==> src/rtl/sipo_pkg.sv <==
// Shared types and helpers for the serial-in, parallel-out receiver.
package sipo_pkg;

    typedef enum logic {
        IDLE  = 1'b0,
        SHIFT = 1'b1
    } sipo_state_t;

    localparam int DEFAULT_WIDTH = 4;
    localparam int CNT_W         = $clog2(DEFAULT_WIDTH);

    // Bit-counter width for a given word width; holds 0..WIDTH-1.
    function automatic int cnt_width(input int width);
        return $clog2(width);
    endfunction

endpackage

==> src/rtl/sipo_deserializer_word_hold.sv <==
// Single-entry valid/ready holding register for assembled words, with a
// sticky overrun flag when a completed word arrives while the slot is full.
import sipo_pkg::*;

module word_hold_reg #(
    parameter int WIDTH = DEFAULT_WIDTH
) (
    input  logic             clk,
    input  logic             rst,
    input  logic             i_load,
    input  logic [WIDTH-1:0] i_word,
    input  logic             i_ready,
    output logic [WIDTH-1:0] o_word,
    output logic             o_valid,
    output logic             o_overrun
);

    logic [WIDTH-1:0] r_word;
    logic             r_valid;
    logic             r_overrun;

    always_ff @(posedge clk) begin
        if (!rst) begin
            r_word    <= '0;
            r_valid   <= 1'b0;
            r_overrun <= 1'b0;
        end else if (i_load) begin
            // A word consumed this cycle frees the slot for the new one.
            if (!r_valid || i_ready) begin
                r_word  <= i_word;
                r_valid <= 1'b1;
            end else begin
                r_overrun <= 1'b1;
            end
        end else if (r_valid && i_ready) begin
            r_valid <= 1'b0;
        end
    end

    assign o_word    = r_word;
    assign o_valid   = r_valid;
    assign o_overrun = r_overrun;

endmodule

==> src/rtl/sipo_deserializer.sv <==
// Serial-in, parallel-out receiver: frames WIDTH bits starting at a sync
// strobe and hands each completed word to a valid/ready holding register.
import sipo_pkg::*;

module sipo_deserializer #(
    parameter int WIDTH     = DEFAULT_WIDTH,
    parameter bit MSB_FIRST = 1'b1
) (
    input  logic             clk,
    input  logic             rst,
    input  logic             si_en,
    input  logic             si,
    input  logic             sync,
    output logic [WIDTH-1:0] po,
    output logic             po_valid,
    input  logic             po_ready,
    output logic             busy,
    output logic             overrun
);

    localparam int              CNT_W_L = cnt_width(WIDTH);
    localparam logic [CNT_W_L-1:0] LAST = CNT_W_L'(WIDTH - 1);
    localparam logic [CNT_W_L-1:0] ONE  = CNT_W_L'(1);

    sipo_state_t       r_state;
    logic [WIDTH-1:0]  r_shift;
    logic [CNT_W_L-1:0] r_cnt;
    logic              r_busy;

    logic [WIDTH-1:0]  w_first;
    logic [WIDTH-1:0]  w_next;
    logic              w_done;

    // First bit sits at the end that will migrate to its final position.
    assign w_first = MSB_FIRST ? {{(WIDTH-1){1'b0}}, si} : {si, {(WIDTH-1){1'b0}}};
    assign w_next  = MSB_FIRST ? {r_shift[WIDTH-2:0], si} : {si, r_shift[WIDTH-1:1]};
    assign w_done  = (r_state == SHIFT) && si_en && !sync && (r_cnt == LAST);

    always_ff @(posedge clk) begin
        if (!rst) begin
            r_state <= IDLE;
            r_shift <= '0;
            r_cnt   <= '0;
            r_busy  <= 1'b0;
        end else begin
            case (r_state)
                IDLE: begin
                    if (si_en && sync) begin
                        r_shift <= w_first;
                        r_cnt   <= ONE;
                        r_state <= SHIFT;
                        r_busy  <= 1'b1;
                    end
                end
                SHIFT: begin
                    if (si_en) begin
                        if (sync) begin
                            r_shift <= w_first;
                            r_cnt   <= ONE;
                        end else if (r_cnt == LAST) begin
                            r_shift <= w_next;
                            r_cnt   <= '0;
                            r_state <= IDLE;
                            r_busy  <= 1'b0;
                        end else begin
                            r_shift <= w_next;
                            r_cnt   <= r_cnt + ONE;
                        end
                    end
                end
                default: begin
                    r_state <= IDLE;
                    r_busy  <= 1'b0;
                end
            endcase
        end
    end

    assign busy = r_busy;

    word_hold_reg #(
        .WIDTH(WIDTH)
    ) u_hold (
        .clk      (clk),
        .rst      (rst),
        .i_load   (w_done),
        .i_word   (w_next),
        .i_ready  (po_ready),
        .o_word   (po),
        .o_valid  (po_valid),
        .o_overrun(overrun)
    );

endmodule

==> config.mk <==
export PLATFORM = sky130hd
export DESIGN_NAME = sipo_deserializer
export DESIGN_NICKNAME = d
export VERILOG_FILES = /design/src/rtl/sipo_pkg.sv /design/src/rtl/sipo_deserializer_word_hold.sv /design/src/rtl/sipo_deserializer.sv
export SDC_FILE = /design/constraint.sdc
export NUM_CORES = 1
export LEC_CHECK = 0
export ABC_AREA = 1
export CAP_MARGIN = 10
export CORE_AREA = 4 4 41 43
export DETAILED_ROUTE_END_ITERATION = 12
export DIE_AREA = 0 0 45 47
export GPL_ROUTABILITY_DRIVEN = 0
export GPL_TIMING_DRIVEN = 0
export PLACE_DENSITY = 0.7
export SLEW_MARGIN = 10
export SYNTH_ARGS = -nofsm -noshare
export SYNTH_HDL_FRONTEND = slang
export SYNTH_SLANG_ARGS = --single-unit
==> constraint.sdc <==
create_clock -name clk -period 1.2 [get_ports clk]
set_input_delay 0.12 -clock clk [delete_from_list [all_inputs] [get_ports clk]]
set_output_delay 0.12 -clock clk [all_outputs]
set_load 0.05 [all_outputs]
# Word level (Yosys, flattened, before mapping)
# Cells that the tools add are included.
# word_totals
reg_bits,13
memories,0
ram_bits,0
wordCells,52
output_inout_bits,7
latchBits,0
input_bits,6
rom_bits,0
# op_classes
mux,22
bitwise_logic,2
eq_ne,6
order_cmp,0
shifts,0
n_mul,0
reduce_logical,14
add_sub_neg,1
n_div,0
# ops
operator,count
$mux 1,11
$mux 3,3
$mux 2,4
$ne 2x2->1 const B,4
$reduce_and 2->1,4
$pmux 3 s2,1
$logic_and 1x1->1,5
$pmux 1 s2,2
$pmux 2 s2,1
$reduce_and 4->1,1
$add 2x1->2 const B,1
$eq 2x2->1 const B,1
$logic_not 1->1,2
$ne 2x1->1 const B,1
$not 1->1,2
$reduce_bool 2->1,1
$logic_or 1x1->1,1

# Logic depth before layout (Yosys ltp)
# Gate-level depths: netlist of the first run.
# logic_depth
depth_word,5
ltp_mapped,7

# Hierarchy
# A second synthesis of the first run with hierarchy kept.
# hier_totals
hier_cells,75
area_unflattened_um2,550.5
# by_module_without_submodules
module,cells_per_inst,area_each_um2,seq_area_each_um2,n_inst
sipo_deserializer,40,301.5,140.1,1
word_hold_reg,35,249.0,120.1,1

# Worst setup path after synthesis of the first run
# No wires, ideal clock.
# synth_timing
kind,register -> register
start,register u_hold.r_valid (netlist: u_hold.o_valid)
end,register u_hold.r_word[0] (netlist: u_hold.o_word[0])
required_ps,1090
stages_incl_launch_ff,8
period_less_slack_ps,1194
slack_ps,6
n_path_buf,0
arrival_ps,1085
path_cell_list,dfxtp_1 -> inv_2 -> nor2_1 -> inv_2 -> nand2_4 -> nand2_1 -> inv_1 -> nor2_1
# synth_via
elab_chain_len,3
# synth_rtl
element,line_no,text
start: declaration,sipo_deserializer_word_hold.sv:19,logic r_valid;
start signal: assignment,sipo_deserializer_word_hold.sv:25,r_valid <= 1'b0;
start signal: assignment,sipo_deserializer_word_hold.sv:31,r_valid <= 1'b1;
start signal: assignment,sipo_deserializer_word_hold.sv:36,r_valid <= 1'b0;
$logic_not 1->1,sipo_deserializer_word_hold.sv:29,if (!r_valid || i_ready) begin
$logic_or 1x1->1,sipo_deserializer_word_hold.sv:29,
$reduce_and 2->1 (no source line),--,
end signal: assignment,sipo_deserializer_word_hold.sv:30,r_word <= i_word;
end: declaration,sipo_deserializer_word_hold.sv:18,logic [WIDTH-1:0] r_word;
# No other way between the ends.
# A chain may end at the register's enable or synchronous reset.

# Worst setup path after layout of the first run
# layout_timing
start,register u_hold.r_valid (netlist: u_hold.o_valid)
end,output po_valid
# layout_rtl
element,line_no,text
end: declaration,sipo_deserializer.sv:15,"output logic po_valid,"
# No word-level cell between the ends.

==> metrics.md, run 1 <==
| Metric | Value |
|---|---|
| Final WL | 997 um |
| Largest vdd supply drop | ~0.65 mV |
| Critical path's largest stage delay | about 380 ps |
| Average wire per standard cell | 8.98 um |
| Top post-synthesis cells by area | dfxtp_1 (45%), nand2_1 (14%), inv_1 (9.8%), a21oi_1 (6.1%), nor2_1 (4.6%) |
| CTS Sinks | 13 |
| Slowest cell on crit path | clkdlybuf4s15_2 |
| Final Max Tran Viols | 0 |
| Port Buffer Count | 12 |
| Period utilization | 92.8% |
| Vias in the first global route | roughly 460 |
| Final global-route overflow total | 0 |
| Critical Path Start Type | flip-flop |
| Clk buf depth | 2 |
| Number of antenna violations at the first check in global routing | 0 |
| Drt via density | 4.45 |
| Tot GR Track Use | 12.5% |
| Clock slew at reported path FFs | around 70 ps |
| PwrDens | 1030 nW/um2 |
| CTS buffer count | 3 |
| # fillers | 128 |
| Synth Instances | 80 |
| Drt first pass iters | 4 |
| Final hold viol count | 0 |
| Storage cell area | 262 um2 |
| Synth unique cells | 16 |
| CP endpoint kind | output port |
| Top cells by count, synth | nand2_1 (22), inv_1 (15), dfxtp_1 (13), a21oi_1 (7), nor2_1 (7) |
| Hold slack | between 400 and 500 ps |
| Worst Tran Pin Value | 278 ps |
| Synth warn | 0 |
| Layout Utilization | 59.0% |
| Largest net degree at the start of global routing | 8 |
| Slew margin rel. | between 80% and 90% |
| H-tree depth | 1 |
| Core area | around 1300 um2 |
| Critical path arrival | 990 ps |
| Die H | about 47 um |
| Top Family by Delay on Critical Path | buffers and inverters |
| Max Clk Rate | about 900 MHz |
| I/O Pins | 13 |
| Clock skew | ~1.4 ps |
| Most numerous cell in the Yosys netlist | nand2_1 |
| DRC Markers | 0 |
| # hold bufs at CTS | 0 |
| Ant diodes | 0 |
| #FFs+latches synth | 13 |
| CP bufs+invs | 1 |
| Post-route ant nets | 0 |
| CP cell instances | clkdlybuf4s15_2 |
| Cell taking the most area after synthesis | dfxtp_1 |
| Ys flop type | dfxtp_1 |
| WP data required | 1080 ps |
| CTS root buf | clkbuf_4 |
| Worst-Skew Late Latency | 270 ps |
| Crit Path Category | flip-flop to output port |
| Fraction of registers with async set/reset | 0% |
| RSZ-0062 raised after global routing | false |
| Routed via count | 494 |
| Post-synth EDFFs | 0 |
| Dpl hpwl | 759 um |
| Final setup vio count | 0 |
| First-pass GRT wire length | roughly 1.9 mm |
| Non-Filler Instances | 111 |
| Setup Buffers After CTS | 0 |
| Syn avg cell area | 7.16 um2 |
| Net total in the final layout | 104 |
| Multi-input logic area | ~270 um2 |
| Die area | 2120 um2 |
| Final min period | 1110 ps |
| Share of cells above drive strength 1 | between 10% and 20% |
| Area grow syn2layout | 34.1% |
| CTS tree | built |
| Mapped Area | approximately 570 um2 |
| Max Cap Viol | 0 |
| Register area share after synthesis | between 40 and 50% |
| Placed cell count | 107 |
| Hold Crit Class | primary input to flip-flop |
| Width of the die | 45 um |
| Leak Pwr | 0.000342 uW |
| Initial drt markers | 9 |
| Yosys top cell area share | 45.4% |
| Critical-path maximum fanout | 2 |
| Syn Nets | 87 |
| Initial Util | 44.0% |
| Status | complete, no violations |
| Setup TNS | 0 ps |
| Rows | 13 |
## layout by cell type (no fill, tap or decap)
cell type / instances
nor2_8: 1
nand2_4: 2
nand2_2: 1
clkbuf_4: 3
a211oi_1: 1
nor2_1: 7
clkdlybuf4s15_2: 7
o21a_1: 1
nand2_1: 21
nand3_1: 4
dfxtp_2: 1
inv_2: 3
clkdlybuf4s50_1: 5
ha_4: 1
or2_0: 1
nor3_1: 1
a21oi_1: 7
o21ai_1: 1
clkbuf_1: 1
inv_1: 15
dfxtp_1: 12
## metal layers
metal / GRT usage, % / vias up / part of all wire (%)
li1: - / 275 / -
met1: 14.4 / 208 / 46
met2: 19.2 / 9 / 47
met3: 5.75 / 2 / 5.9
met4: 7.02 / 0 / 1.3
met5: 0 / - / 0
## cell type report
| class | count | area share [%] |
|---|---|---|
| flip-flops and latches | 13 | 34.0 |
| inverters | 18 | 8.79 |
| well taps | 15 | 2.44 |
| clock buffers | 4 | 3.42 |
| multi-input cells | 49 | 34.5 |
| repair buffers | 12 | 16.8 |
## metrics by stage
step	cell area [um2]	total power, uW	setup slack (ps)
global route	768	835	3.51
floorplan	573	504	5.65
CTS	747	805	13.9
detailed placement	712	536	-57.1
finish	768	789	86.0
global placement	712	535	-44.3
## sequential cells by signal, indices dropped and copies added (netlist names)
name	flops
u_hold.o_overrun	1
busy	1
r_shift	3
u_hold.o_word	4
r_cnt	2
r_state	1
u_hold.o_valid	1
## worst reg2reg max path, stage by stage, from the launching register on
cell     delay [ps]
dfxtp_1         370
ha_4            160
nand2_4          70
nor2_8          160
nand2_4          80
nand2_1          60
inv_1            40
nor2_1          100
## worst paths after layout
| check | end | start | slack, ps | cells past startpoint |
|---|---|---|---|---|
| setup / recovery | po_valid | u_hold.o_valid$_SDFFE_PN0P_ | 90 | 1 |
| hold / removal | r_shift[0]$_SDFFE_PN0P_ | si | 420 | 3 |
| setup reg to reg | u_hold.o_word[1]$_SDFFE_PN0P_ | r_cnt[1]$_SDFFE_PN0P_ | 120 | 7 |
| hold reg to reg | r_shift[2]$_SDFFE_PN0P_ | r_shift[2]$_SDFFE_PN0P_ | 470 | 2 |
## report_power, final
part	internal [uW]	switching, uW
clock	129	131
combinational	33.8	43.2
sequential	443	9.75
total	605	184
## cells by family after synthesis
logic type / synth area share [%]
simple gates: 31.0
buf+inv: 11.8
flops: 45.4
compound gates: 9.61
fa+ha+maj: 2.18
## repair_timing
item                                    in CTS  in global routing
resized for setup                           21                  5
endpoints found under the setup margin       7                  7
pin swaps                                    0                  1
No activity file was read; power rests on OpenSTA's default activity.
==> inputs of run 2 (changes only) <==
==> constraint.sdc (replaced) <==
create_clock -name clk -period 1.2 [get_ports clk]
set_input_delay 0.12 -clock clk [delete_from_list [all_inputs] [get_ports clk]]
set_output_delay 0.12 -clock clk [all_outputs]
set_load 0.01 [all_outputs]
==> run 2 against run 1 <==
  * Global-route usage stayed put
  * Routed wire length is 0.20% higher
  * Fmax is 3.1% higher
  * Critical endpoint is now u_hold.o_word[1]$_SDFFE_PN0P_
  * Critical path depth is 6 higher
  * Clock skew stayed put
  * First-iteration DRC count stayed put
  * Sequential share of layout area is 0.79 points higher
  * Flip-flop and latch count stayed put
  * Register-to-register slack hardly changed
  * Clock-buffer cell count stayed put
  * Largest cell class unchanged
  * Die area stayed put
==> metrics.md, run 2 (same netlist as run 1, synthesis figures left out) <==
| Metric | Value |
|---|---|
| Status | complete, no violations |
| Internal Power | just over 600 uW |
| CTS Sinks | 13 |
| Final setup vio count | 0 |
| Final hold viol count | 0 |
| CTS root buf | clkbuf_4 |
| Clock power share | 33.2% |
| Crit Path Category | flip-flop to flip-flop |
| Critical path's largest stage delay | 370 ps |
| Vias in the first global route | 457 |
| Most frequent cells in the layout | nand2_1 (21), inv_1 (15), dfxtp_1 (12) |
| CP endpoint kind | flip-flop |
| Net total in the final layout | around 100 |
| Storage cell area | 262 um2 |
| DRC Markers | 0 |
| RSZ-0062 raised after global routing | false |
| DP Area | ~710 um2 |
| Ant diodes | 0 |
| Period utilization | 90.0% |
| H-tree depth | 1 |
| Drt first pass iters | 4 |
| Worst Tran Pin Value | 264 ps |
| Die H | roughly 47 um |
| I/O Pins | 13 |
| Critical path arrival | 1290 ps |
| Final global-route overflow total | 0 |
| Worst-Skew Late Latency | 270 ps |
| Width of the die | 45 um |
| Post-route cell area | 751 um2 |
| Final WL | 999 um |
| CP cell instances | ha_4 -> nand2_4 -> nor2_8 -> nand2_4 -> nand2_1 -> inv_1 -> nor2_1 |
| Total chip power | 782 uW |
| Share of cells above drive strength 1 | about an eighth |
| Max FFs per register | 4 |
| Port Buffer Count | 12 |
| Clk buf depth | 2 |
| Leak Pwr | 0.000372 uW |
| Initial Util | between 40% and 50% |
| Max Cap Viol | 0 |
| CP dominant cell by count | nand2_4 |
| Critical-path maximum fanout | 7 |
| Final min period | 1080 ps |
| PwrDens | 1040 nW/um2 |
| Critical Path Start Type | flip-flop |
| Dpl hpwl | about 760 um |
| Switching share of power | 22.7% |
| Rows | 13 |
| First-pass GRT wire length | between 1.5 and 2 mm |
| Flop2flop setup slack | 120 ps |
| Clock slew at reported path FFs | ~70 ps |
| Tot GR Track Use | 12.5% |
| Combinational power share | 8.9% |
| Average wire per standard cell | 9.00 um |
| CTS buffer count | 3 |
| WP data required | 1410 ps |
| Slew margin rel. | between 80% and 90% |
| Initial drt markers | 9 |
| Sw Pwr | 177 uW |
| Multi-input logic area | roughly 270 um2 |
| Commonest non-fill, non-tap cell in the layout | nand2_1 |
| # fillers | 133 |
| Reg power frac | 57.9% |
| CP bufs+invs | 1 |
| Core area | 1300 um2 |
| Post-route ant nets | 0 |
| Drt via density | between 4 and 5 |
| Number of antenna violations at the first check in global routing | 0 |
| Area grow syn2layout | 31.0% |
| Hold Crit Class | primary input to flip-flop |
| Max Clk Rate | around 930 MHz |
| Routed via count | ~490 |
| Final Max Tran Viols | 0 |
| CTS tree | built |
| Slowest cell on crit path | dfxtp_1 |
| Clock skew | roughly 1.4 ps |
| Largest vdd supply drop | 0.653 mV |
| Largest net degree at the start of global routing | 8 |
| Die area | roughly 2100 um2 |
| Top Family by Delay on Critical Path | simple AND/OR/NAND/NOR gates |
[run 2: per-stage QoR]
| step | std cells | setup slack (ps) | setup TNS [ps] | hold WS [ps] | util, % |
|---|---|---|---|---|---|
| 2_1_floorplan | 80 | 148 | 0 | 238 | - |
| 3_3_place_gp | 107 | -37.2 | -230 | 450 | 54.7 |
| 3_5_place_dp | 107 | -57.1 | -369 | 458 | 54.7 |
| 4_1_cts | 111 | 13.9 | 0 | 417 | 56.1 |
| 5_1_grt | 111 | 3.51 | 0 | 445 | 57.7 |
| 6_report | 111 | 120 | 0 | 424 | 57.7 |
[run 2: power groups by stage]
stage                     clock [uW]  sequential [uW]  combinational, uW
after floorplan                    0              460               36.7
after global placement             0              460               67.9
after detailed placement           0              460               69.0
after CTS                        279              450               67.8
after global routing             293              455               79.9
final                            260              452               69.5
[run 2: worst paths after layout]
check | to | start | cells after the start
setup / recovery | u_hold.o_word[1]$_SDFFE_PN0P_ | r_cnt[1]$_SDFFE_PN0P_ | 7
hold / removal | r_shift[0]$_SDFFE_PN0P_ | si | 3
setup reg to reg | u_hold.o_word[1]$_SDFFE_PN0P_ | r_cnt[1]$_SDFFE_PN0P_ | 7
hold reg to reg | r_shift[2]$_SDFFE_PN0P_ | r_shift[2]$_SDFFE_PN0P_ | 2
[run 2: area by class of cell]
cell class / count / area share [%]
Tap cell: 15 / 2.50
Clock buffer: 4 / 3.50
Sequential cell: 13 / 34.8
Timing Repair Buffer: 12 / 14.8
Inverter: 18 / 9.00
Multi-Input combinational cell: 49 / 35.3
[run 2: worst register-to-register path, stage by stage (launching register included)]
cell and delay [ps]:
dfxtp_1 370, ha_4 160, nand2_4 70, nor2_8 160, nand2_4 80, nand2_1 60, inv_1 40, nor2_1 100
[run 2: timing repair]
item / in CTS / in global routing
hold buffers: 0 / 0
endpoints found under the setup margin: 7 / 7
gates resized for setup: 7 / 5
hold endpoints to repair: 0 / 0
pin swaps: 0 / 1
setup buffers: 0 / 0
[run 2: layer usage]
layer	share of wire [%]	up-vias	GRT usage (%)
met5	0	-	0
met1	46	208	14.4
met2	46	9	19.2
met3	6.0	2	5.75
li1	-	275	-
met4	1.3	0	7.02
